## config.mk

```make
export PLATFORM = sky130hd
export DESIGN_NAME = spi_sckgen_flat
export DESIGN_NICKNAME = d
export VERILOG_FILES = /design/src/rtl/spi_pkg.sv /design/src/rtl/spi_sckgen_if.sv /design/src/rtl/spi_sckgen_cnt.sv /design/src/rtl/spi_sckgen.sv /design/src/flat_wrapper.sv
export SDC_FILE = /design/constraint.sdc
export NUM_CORES = 1
export LEC_CHECK = 0
export CAP_MARGIN = 30
export CORE_MARGIN = 5
export CORE_UTILIZATION = 30
export DETAILED_ROUTE_END_ITERATION = 6
export DONT_BUFFER_PORTS = 1
export GPL_TIMING_DRIVEN = 0
export SETUP_SLACK_MARGIN = 0.1
export SLEW_MARGIN = 20
export SYNTH_ARGS = -nofsm -noshare
export SYNTH_HDL_FRONTEND = slang
export SYNTH_SLANG_ARGS = --single-unit
```

## constraint.sdc

```tcl
create_clock -name clk_i -period 2.45 [get_ports clk_i]
set_clock_uncertainty 0.2 [all_clocks]
set_input_delay 0.49 -clock clk_i [delete_from_list [all_inputs] [get_ports clk_i]]
set_output_delay 0.49 -clock clk_i [all_outputs]
set_load 0.1 [all_outputs]
```

## src/rtl/spi_pkg.sv

```systemverilog
// spi_pkg: shared types and parameter defaults for the SPI master datapath.
package spi_pkg;

    localparam int DIV_WIDTH_DEF = 8;
    localparam int LEN_WIDTH_DEF = 5;
    localparam int DLY_WIDTH_DEF = 4;

    typedef enum logic [1:0] {
        ST_IDLE,
        ST_SETUP,
        ST_RUN,
        ST_HOLD
    } spi_sckgen_state_e;

endpackage

```

## src/rtl/spi_sckgen_if.sv

```systemverilog
// spi_sckgen_if: control and status bundle between the SPI host logic and the SCK sequencer.
interface spi_sckgen_if
    import spi_pkg::*;
#(
    parameter int DIV_WIDTH = DIV_WIDTH_DEF,
    parameter int LEN_WIDTH = LEN_WIDTH_DEF,
    parameter int DLY_WIDTH = DLY_WIDTH_DEF
);
    logic                 start_i;
    logic                 abort_i;
    logic                 cpol_i;
    logic                 cpha_i;
    logic [DIV_WIDTH-1:0] div_i;
    logic [LEN_WIDTH-1:0] len_i;
    logic [DLY_WIDTH-1:0] dly_i;
    logic                 sck_o;
    logic                 cs_n_o;
    logic                 busy_o;
    logic                 sample_o;
    logic                 shift_o;
    logic                 done_o;

    modport master (
        output start_i, abort_i, cpol_i, cpha_i, div_i, len_i, dly_i,
        input  sck_o, cs_n_o, busy_o, sample_o, shift_o, done_o
    );

    modport slave (
        input  start_i, abort_i, cpol_i, cpha_i, div_i, len_i, dly_i,
        output sck_o, cs_n_o, busy_o, sample_o, shift_o, done_o
    );

endinterface

```

## src/rtl/spi_sckgen_cnt.sv

```systemverilog
// spi_sckgen_cnt: reloadable down-counter with a zero flag; load wins over enable,
// and the count holds at zero rather than wrapping.
module spi_sckgen_cnt #(
    parameter int WIDTH = 8
) (
    input  logic             clk,
    input  logic             rst_n,
    input  logic             load,
    input  logic             en,
    input  logic [WIDTH-1:0] load_val,
    output logic             zero
);

    logic [WIDTH-1:0] count;

    always_ff @(posedge clk or negedge rst_n) begin
        if (!rst_n) begin
            count <= '0;
        end else if (load) begin
            count <= load_val;
        end else if (en && !zero) begin
            count <= count - WIDTH'(1);
        end
    end

    assign zero = (count == '0);

endmodule

```

## src/rtl/spi_sckgen.sv

```systemverilog
// spi_sckgen: SPI SCK generator and frame sequencer with CPOL/CPHA-resolved sample/shift strobes.
// Define SPI_SCKGEN_CSDLY_EN to add CS setup/hold delay states driven by dly_i.
module spi_sckgen
    import spi_pkg::*;
#(
    parameter int DIV_WIDTH = DIV_WIDTH_DEF,
    parameter int LEN_WIDTH = LEN_WIDTH_DEF,
    parameter int DLY_WIDTH = DLY_WIDTH_DEF
) (
    input logic         clk_i,
    input logic         rst_n_i,
    spi_sckgen_if.slave sif
);

    localparam int EDGE_W = LEN_WIDTH + 2;

    // A frame of len+1 bits has two SCK edges per bit.
    function automatic logic [EDGE_W-1:0] edge_total(input logic [LEN_WIDTH-1:0] len);
        return {1'b0, len, 1'b0} + EDGE_W'(2);
    endfunction

    spi_sckgen_state_e    state;
    logic [EDGE_W-1:0]    edges_left;
    logic                 sck_r;
    logic                 cs_n_r;
    logic                 busy_r;
    logic                 sample_r;
    logic                 shift_r;
    logic                 done_r;
    logic                 cfg_cpha;
    logic [DIV_WIDTH-1:0] cfg_div;
    logic                 start_ok;
    logic                 half_load;
    logic                 half_zero;
    logic [DIV_WIDTH-1:0] half_val;
    logic                 go_setup;
    logic                 go_hold;
    logic                 lead_edge;
    logic                 last_edge;

    assign start_ok  = (state == ST_IDLE) && sif.start_i && !sif.abort_i;
    assign lead_edge = ~edges_left[0];
    assign last_edge = (edges_left == EDGE_W'(1));

    // Kept primed with div_i while idle, so RUN entry needs no separate load.
    assign half_load = (state == ST_IDLE) || ((state == ST_RUN) && half_zero);
    assign half_val  = (state == ST_IDLE) ? sif.div_i : cfg_div;

    spi_sckgen_cnt #(.WIDTH(DIV_WIDTH)) u_half_cnt (
        .clk      (clk_i),
        .rst_n    (rst_n_i),
        .load     (half_load),
        .en       (state == ST_RUN),
        .load_val (half_val),
        .zero     (half_zero)
    );

    always_ff @(posedge clk_i) begin
        if (start_ok) begin
            cfg_cpha <= sif.cpha_i;
            cfg_div  <= sif.div_i;
        end
    end

`ifdef SPI_SCKGEN_CSDLY_EN
    logic [DLY_WIDTH-1:0] cfg_dly;
    logic [DLY_WIDTH-1:0] dly_val;
    logic                 dly_zero;

    always_ff @(posedge clk_i) begin
        if (start_ok) begin
            cfg_dly <= sif.dly_i;
        end
    end

    assign go_setup = (sif.dly_i != '0);
    assign go_hold  = (cfg_dly != '0);
    // Loaded with dly-1 while idle/running so SETUP and HOLD last exactly dly cycles.
    assign dly_val  = ((state == ST_IDLE) ? sif.dly_i : cfg_dly) - DLY_WIDTH'(1);

    spi_sckgen_cnt #(.WIDTH(DLY_WIDTH)) u_dly_cnt (
        .clk      (clk_i),
        .rst_n    (rst_n_i),
        .load     ((state == ST_IDLE) || (state == ST_RUN)),
        .en       ((state == ST_SETUP) || (state == ST_HOLD)),
        .load_val (dly_val),
        .zero     (dly_zero)
    );
`else
    logic unused_dly;

    assign unused_dly = ^sif.dly_i;
    assign go_setup   = 1'b0;
    assign go_hold    = 1'b0;
`endif

    always_ff @(posedge clk_i or negedge rst_n_i) begin
        if (!rst_n_i) begin
            state      <= ST_IDLE;
            edges_left <= '0;
            sck_r      <= 1'b0;
            cs_n_r     <= 1'b1;
            busy_r     <= 1'b0;
            sample_r   <= 1'b0;
            shift_r    <= 1'b0;
            done_r     <= 1'b0;
        end else begin
            sample_r <= 1'b0;
            shift_r  <= 1'b0;
            done_r   <= 1'b0;
            if (sif.abort_i) begin
                state  <= ST_IDLE;
                sck_r  <= sif.cpol_i;
                cs_n_r <= 1'b1;
                busy_r <= 1'b0;
            end else begin
                case (state)
                    ST_IDLE: begin
                        sck_r <= sif.cpol_i;
                        if (sif.start_i) begin
                            cs_n_r     <= 1'b0;
                            busy_r     <= 1'b1;
                            edges_left <= edge_total(sif.len_i);
                            state      <= go_setup ? ST_SETUP : ST_RUN;
                        end
                    end
                    ST_RUN: begin
                        if (half_zero) begin
                            if (edges_left != '0) begin
                                sck_r      <= ~sck_r;
                                edges_left <= edges_left - EDGE_W'(1);
                                if (cfg_cpha) begin
                                    shift_r  <= lead_edge;
                                    sample_r <= ~lead_edge;
                                end else begin
                                    sample_r <= lead_edge;
                                    shift_r  <= ~lead_edge & ~last_edge;
                                end
                            end else if (go_hold) begin
                                state <= ST_HOLD;
                            end else begin
                                state  <= ST_IDLE;
                                cs_n_r <= 1'b1;
                                busy_r <= 1'b0;
                                done_r <= 1'b1;
                            end
                        end
                    end
`ifdef SPI_SCKGEN_CSDLY_EN
                    ST_SETUP: begin
                        if (dly_zero) begin
                            state <= ST_RUN;
                        end
                    end
                    ST_HOLD: begin
                        if (dly_zero) begin
                            state  <= ST_IDLE;
                            cs_n_r <= 1'b1;
                            busy_r <= 1'b0;
                            done_r <= 1'b1;
                        end
                    end
`endif
                    default: state <= ST_IDLE;
                endcase
            end
        end
    end

    assign sif.sck_o    = sck_r;
    assign sif.cs_n_o   = cs_n_r;
    assign sif.busy_o   = busy_r;
    assign sif.sample_o = sample_r;
    assign sif.shift_o  = shift_r;
    assign sif.done_o   = done_r;

endmodule

```

## src/flat_wrapper.sv

```systemverilog
// flat-port wrapper written by rule: the top's interface ports become plain ports
module spi_sckgen_flat import spi_pkg::*;
#(
    parameter int DIV_WIDTH = DIV_WIDTH_DEF,
    parameter int LEN_WIDTH = LEN_WIDTH_DEF,
    parameter int DLY_WIDTH = DLY_WIDTH_DEF
)
  (clk_i, rst_n_i, sif_start_i, sif_abort_i, sif_cpol_i, sif_cpha_i, sif_div_i, sif_len_i, sif_dly_i, sif_sck_o, sif_cs_n_o, sif_busy_o, sif_sample_o, sif_shift_o, sif_done_o);
  spi_sckgen_if #(.DIV_WIDTH(DIV_WIDTH), .LEN_WIDTH(LEN_WIDTH), .DLY_WIDTH(DLY_WIDTH)) sif_i ();
  input logic clk_i;
  input logic rst_n_i;
  input wire logic [$bits(sif_i.start_i)-1:0] sif_start_i;
  input wire logic [$bits(sif_i.abort_i)-1:0] sif_abort_i;
  input wire logic [$bits(sif_i.cpol_i)-1:0] sif_cpol_i;
  input wire logic [$bits(sif_i.cpha_i)-1:0] sif_cpha_i;
  input wire logic [$bits(sif_i.div_i)-1:0] sif_div_i;
  input wire logic [$bits(sif_i.len_i)-1:0] sif_len_i;
  input wire logic [$bits(sif_i.dly_i)-1:0] sif_dly_i;
  output wire logic [$bits(sif_i.sck_o)-1:0] sif_sck_o;
  output wire logic [$bits(sif_i.cs_n_o)-1:0] sif_cs_n_o;
  output wire logic [$bits(sif_i.busy_o)-1:0] sif_busy_o;
  output wire logic [$bits(sif_i.sample_o)-1:0] sif_sample_o;
  output wire logic [$bits(sif_i.shift_o)-1:0] sif_shift_o;
  output wire logic [$bits(sif_i.done_o)-1:0] sif_done_o;
  assign sif_i.start_i = sif_start_i;
  assign sif_i.abort_i = sif_abort_i;
  assign sif_i.cpol_i = sif_cpol_i;
  assign sif_i.cpha_i = sif_cpha_i;
  assign sif_i.div_i = sif_div_i;
  assign sif_i.len_i = sif_len_i;
  assign sif_i.dly_i = sif_dly_i;
  assign sif_sck_o = sif_i.sck_o;
  assign sif_cs_n_o = sif_i.cs_n_o;
  assign sif_busy_o = sif_i.busy_o;
  assign sif_sample_o = sif_i.sample_o;
  assign sif_shift_o = sif_i.shift_o;
  assign sif_done_o = sif_i.done_o;
  spi_sckgen #(.DIV_WIDTH(DIV_WIDTH), .LEN_WIDTH(LEN_WIDTH), .DLY_WIDTH(DLY_WIDTH)) u_core (.clk_i(clk_i), .rst_n_i(rst_n_i), .sif(sif_i));
endmodule
```

==> impl_metrics.csv <==
group,metric,value,unit
synth,seq_area_frac_synth,0.4866,
timing,max_clock_freq,453.8,MHz
die,floorplan.die.height,83.89,um
critical_path,critPathLaunch,"u_core.u_half_cnt.count[0]",
timing,min_period_over_period,0.8994,
synth,synth-async-reset-ratio,0.7000,
critical_path,combined_buffer_and_inverter_count_along_the_critical_path,1,
critical_path,path_class,"reg2reg",
grt,grt_util_all_layers,0.1151,
synth,synth_warnings,0,
timing,tightestPinTransition,0.9107,ns
die,die_x,83.89,um
synth,postSynthNetCount,188,
finish,nets,197,
synth,synth_top_cell_area_share,0.3056,
power,power.density,745.9,mW/mm2
place,pre_cts_setup_slack,-0.03429,ns
critical_path,end_of_the_critical_path,"u_core.edges_left[4]",
synth,synth.area.top_cells,"sky130_fd_sc_hd__dfrtp_1, sky130_fd_sc_hd__edfxtp_1, sky130_fd_sc_hd__ha_1",
critical_path,reg2reg_slack,0.25,ns
timing,finalSetupViolCount,0,
place,port_buffers,0,
die,core,0.005405,mm2
finish,fraction_of_layout_cells_with_a_size_suffix_above_1,0.1598,
timing,slew-limit-headroom,0.3929,
grt,number_of_antenna_violations_at_the_first_check_in_global_routing,0,
synth,synth.largest_area_cell,"sky130_fd_sc_hd__dfrtp_1",
clocking,cts.reportedPaths.clkPinSlew,0.07,ns
clocking,number_of_cts_inserted_buffers,5,
timing,totalNegativeSetupSlack,0,ns
die,initial_utilization,0.3030,
worst_hold_path,worst_hold_stages,0,
grt,maximum_number_of_pins_on_one_net_before_global_route_repair,22,
clocking,cts_tree,"done",
synth,synth_enable_flop_cells,9,
route,average_wire_per_standard_cell,15.55,um
place,globalplace.congestion,0.7924,
grt,global_route.overflow_total,0,
clocking,clkSinkCount,30,
die,design.portCount,29,
synth,ys.flop_type,"sky130_fd_sc_hd__dfrtp_1",
finish,area.growth.synth_to_final,12.38,%
critical_path,reg2reg_from,"u_core.u_half_cnt.count[0]",
synth,yosys-top-cells-count,"sky130_fd_sc_hd__dfrtp_1, sky130_fd_sc_hd__nor2_1, sky130_fd_sc_hd__nand2_1, sky130_fd_sc_hd__a21oi_1, sky130_fd_sc_hd__edfxtp_1",
place,place.detailed.hpwl,2743,um
power,leakage,0.7126,nW
critical_path,setup.worst_path.end_class,"flop",
timing,post-route-worst-setup-slack,0.2464,ns
worst_hold_path,min_path_type,"in2reg",
synth,synth.lib_cells_used.distinct,44,
timing,finalHoldWorstSlack,0.09647,ns
power,ir_worst_vdd,0.0002408,V
critical_path,timing.critical_path.cells,"inv_1 > ha_1 > nor3b_1 > nand2_2 > nor4_1 > mux2i_1 > o21ai_1",
route,drt_iter0_drc,54,
critical_path,cp_data_arrival_time,2.17,ns
route,count_of_tritonroute_iterations_in_the_first_routing_pass,4,
die,core.rowCount,27,
status,run_status,"finished clean",
critical_path,cp_num_cells,7,
critical_path,worst-r2r-cell-count,7,
die,design.die.area,0.007037,mm2
timing,layout_min_cycle_time,2.204,ns
timing,hold_violations,0,
place,placed_cell_area,0.001729,mm2
synth,postSynthAreaPerCell,10.30,um2
grt,grt_pass1_wl,6285,um
route,vias_per_cell,5.083,
clocking,clock_insertion_delay_worst_skew,0.28,ns
critical_path,required_time_at_the_endpoint_of_the_critical_path,2.42,ns
synth,synthesis.instances,159,
route,route.final.wire_length,3748,um
clocking,maximum_buffer_depth_of_the_clock_tree,2,
timing,final-max-slew-violation-count,0,
finish,antennaDiodeCount,0,
critical_path,cp_slowest_stage_delay,0.40,ns
synth,syn_area,0.001638,mm2
finish,final_design_utilization,0.3405,
flow_run,cap_viol_max_count,0,
clocking,cts-htree-levels,2,
clocking,cts_post_setup_buffers_inserted,0,
synth,postSynthRegisterBits,30,
critical_path,largest_fanout_of_any_net_on_the_critical_path,9,
synth,synth.most_common_cell,"sky130_fd_sc_hd__dfrtp_1",
route,postRouteAntennaNets,0,
critical_path,worstSetupStartpointType,"flop",
finish,post-route-cell-area,0.001841,mm2
critical_path,critical_path.reg2reg.endpoint,"u_core.edges_left[4]",
timing,rsz_0062_raised_after_global_routing,"no",
critical_path,critPathTopFamily,"simple AND/OR/NAND/NOR gates",
grt,grt_pass1_vias,1225,
critical_path,critical_path.slowest_cell,"sky130_fd_sc_hd__dfrtp_1",
route,drc,0,
route,num_vias,1225,
clocking,clock_tree.root_cell,"sky130_fd_sc_hd__clkbuf_8",
[area by class of cell]
cell class | instances | area, um2
clock inverters | 1 | 5.005
repair buffers | 2 | 15.01
plain buffers | 3 | 23.77
flip-flops and latches | 30 | 800.8
fillers | 583 | 3565
clock buffers | 7 | 86.33
well taps | 72 | 90.09
multi-input cells | 119 | 792.0
inverters | 7 | 27.53
[power breakdown]
| group | internal (mW) | switching [mW] |
|---|---|---|
| combinational | 0.134 | 0.141 |
| sequential | 0.580 | 0.109 |
| clock | 0.226 | 0.183 |
| total | 0.940 | 0.433 |
[placed cells by master (no fill, tap or decap), types with 5 or more instances in the layout]
master,netlist,layout
sky130_fd_sc_hd__xnor2_1,7,7
sky130_fd_sc_hd__ha_1,6,6
sky130_fd_sc_hd__nor2_1,16,16
sky130_fd_sc_hd__nor3b_1,5,5
sky130_fd_sc_hd__nor3_1,5,5
sky130_fd_sc_hd__o21ai_0,7,7
sky130_fd_sc_hd__a21oi_1,9,9
sky130_fd_sc_hd__dfrtp_1,20,19
sky130_fd_sc_hd__inv_1,6,6
sky130_fd_sc_hd__clkbuf_8,1,7
sky130_fd_sc_hd__edfxtp_1,9,9
sky130_fd_sc_hd__nand2_1,14,14
[logic make-up after synthesis]
group	Yosys count	share of synthesized area
simple gates	59	0.1956
compound gates	36	0.1367
buf+inv	10	0.02978
flops	30	0.4866
fa+ha+maj	6	0.04584
mux	8	0.05195
xor+xnor	10	0.05348
[state kept, by name (all words and copies together) (netlist names)]
signal,flops
u_core.state,1
u_core.sif.sck_o,1
u_core.u_half_cnt.count,8
u_core.sif.sample_o,1
u_core.edges_left,7
u_core.cfg_cpha,1
u_core.sif.cs_n_o,1
u_core.sif.shift_o,1
u_core.cfg_div,8
u_core.sif.done_o,1
[what timing repair did]
item / in CTS / in global routing
setup endpoints to repair: 5 / 1
hold buffers: 1 / 1
endpoints found under the hold margin: 21 / 1
resized for setup: 2 / 1
pin swaps: 0 / 0
[worst reg2reg max path, delay by kind of cell (launching register included)]
kind | cells | cell delay, ns
buffers and inverters | 1 | 0.09
multiplexers | 1 | 0.24
flip-flops | 1 | 0.40
AO/OA/AOI/OAI | 1 | 0.07
adder cells (fa/ha/maj) | 1 | 0.16
AND/OR/NAND/NOR | 3 | 0.93
[layer usage]
metal	wire, um	up-vias	global-route usage
li1	-	589	-
met1	1783	598	0.1502
met2	1672	33	0.1678
met3	245	5	0.04640
met4	48	0	0.04825
met5	0	-	0
[stage by stage]
| step | total power, mW | std cells |
|---|---|---|
| after floorplan | 0.9018 | 159 |
| after global placement | 0.9582 | 231 |
| after detailed placement | 0.9616 | 231 |
| after CTS | 1.385 | 240 |
| after global routing | 1.465 | 241 |
| final | 1.373 | 241 |
[how the worst min path moves through the flow]
stage                 startpoint  slack (ns)                    endpoint
finish              sif_div_i[7]         0.1           u_core.cfg_div[7]
global route        sif_div_i[7]        0.08           u_core.cfg_div[7]
CTS                 sif_div_i[7]        0.09           u_core.cfg_div[7]
detailed placement       rst_n_i      -0.005  u_core.u_half_cnt.count[3]
global placement         rst_n_i      -0.005  u_core.u_half_cnt.count[3]
floorplan                rst_n_i      -0.006        u_core.edges_left[0]
(Power assumes the default switching activity.)
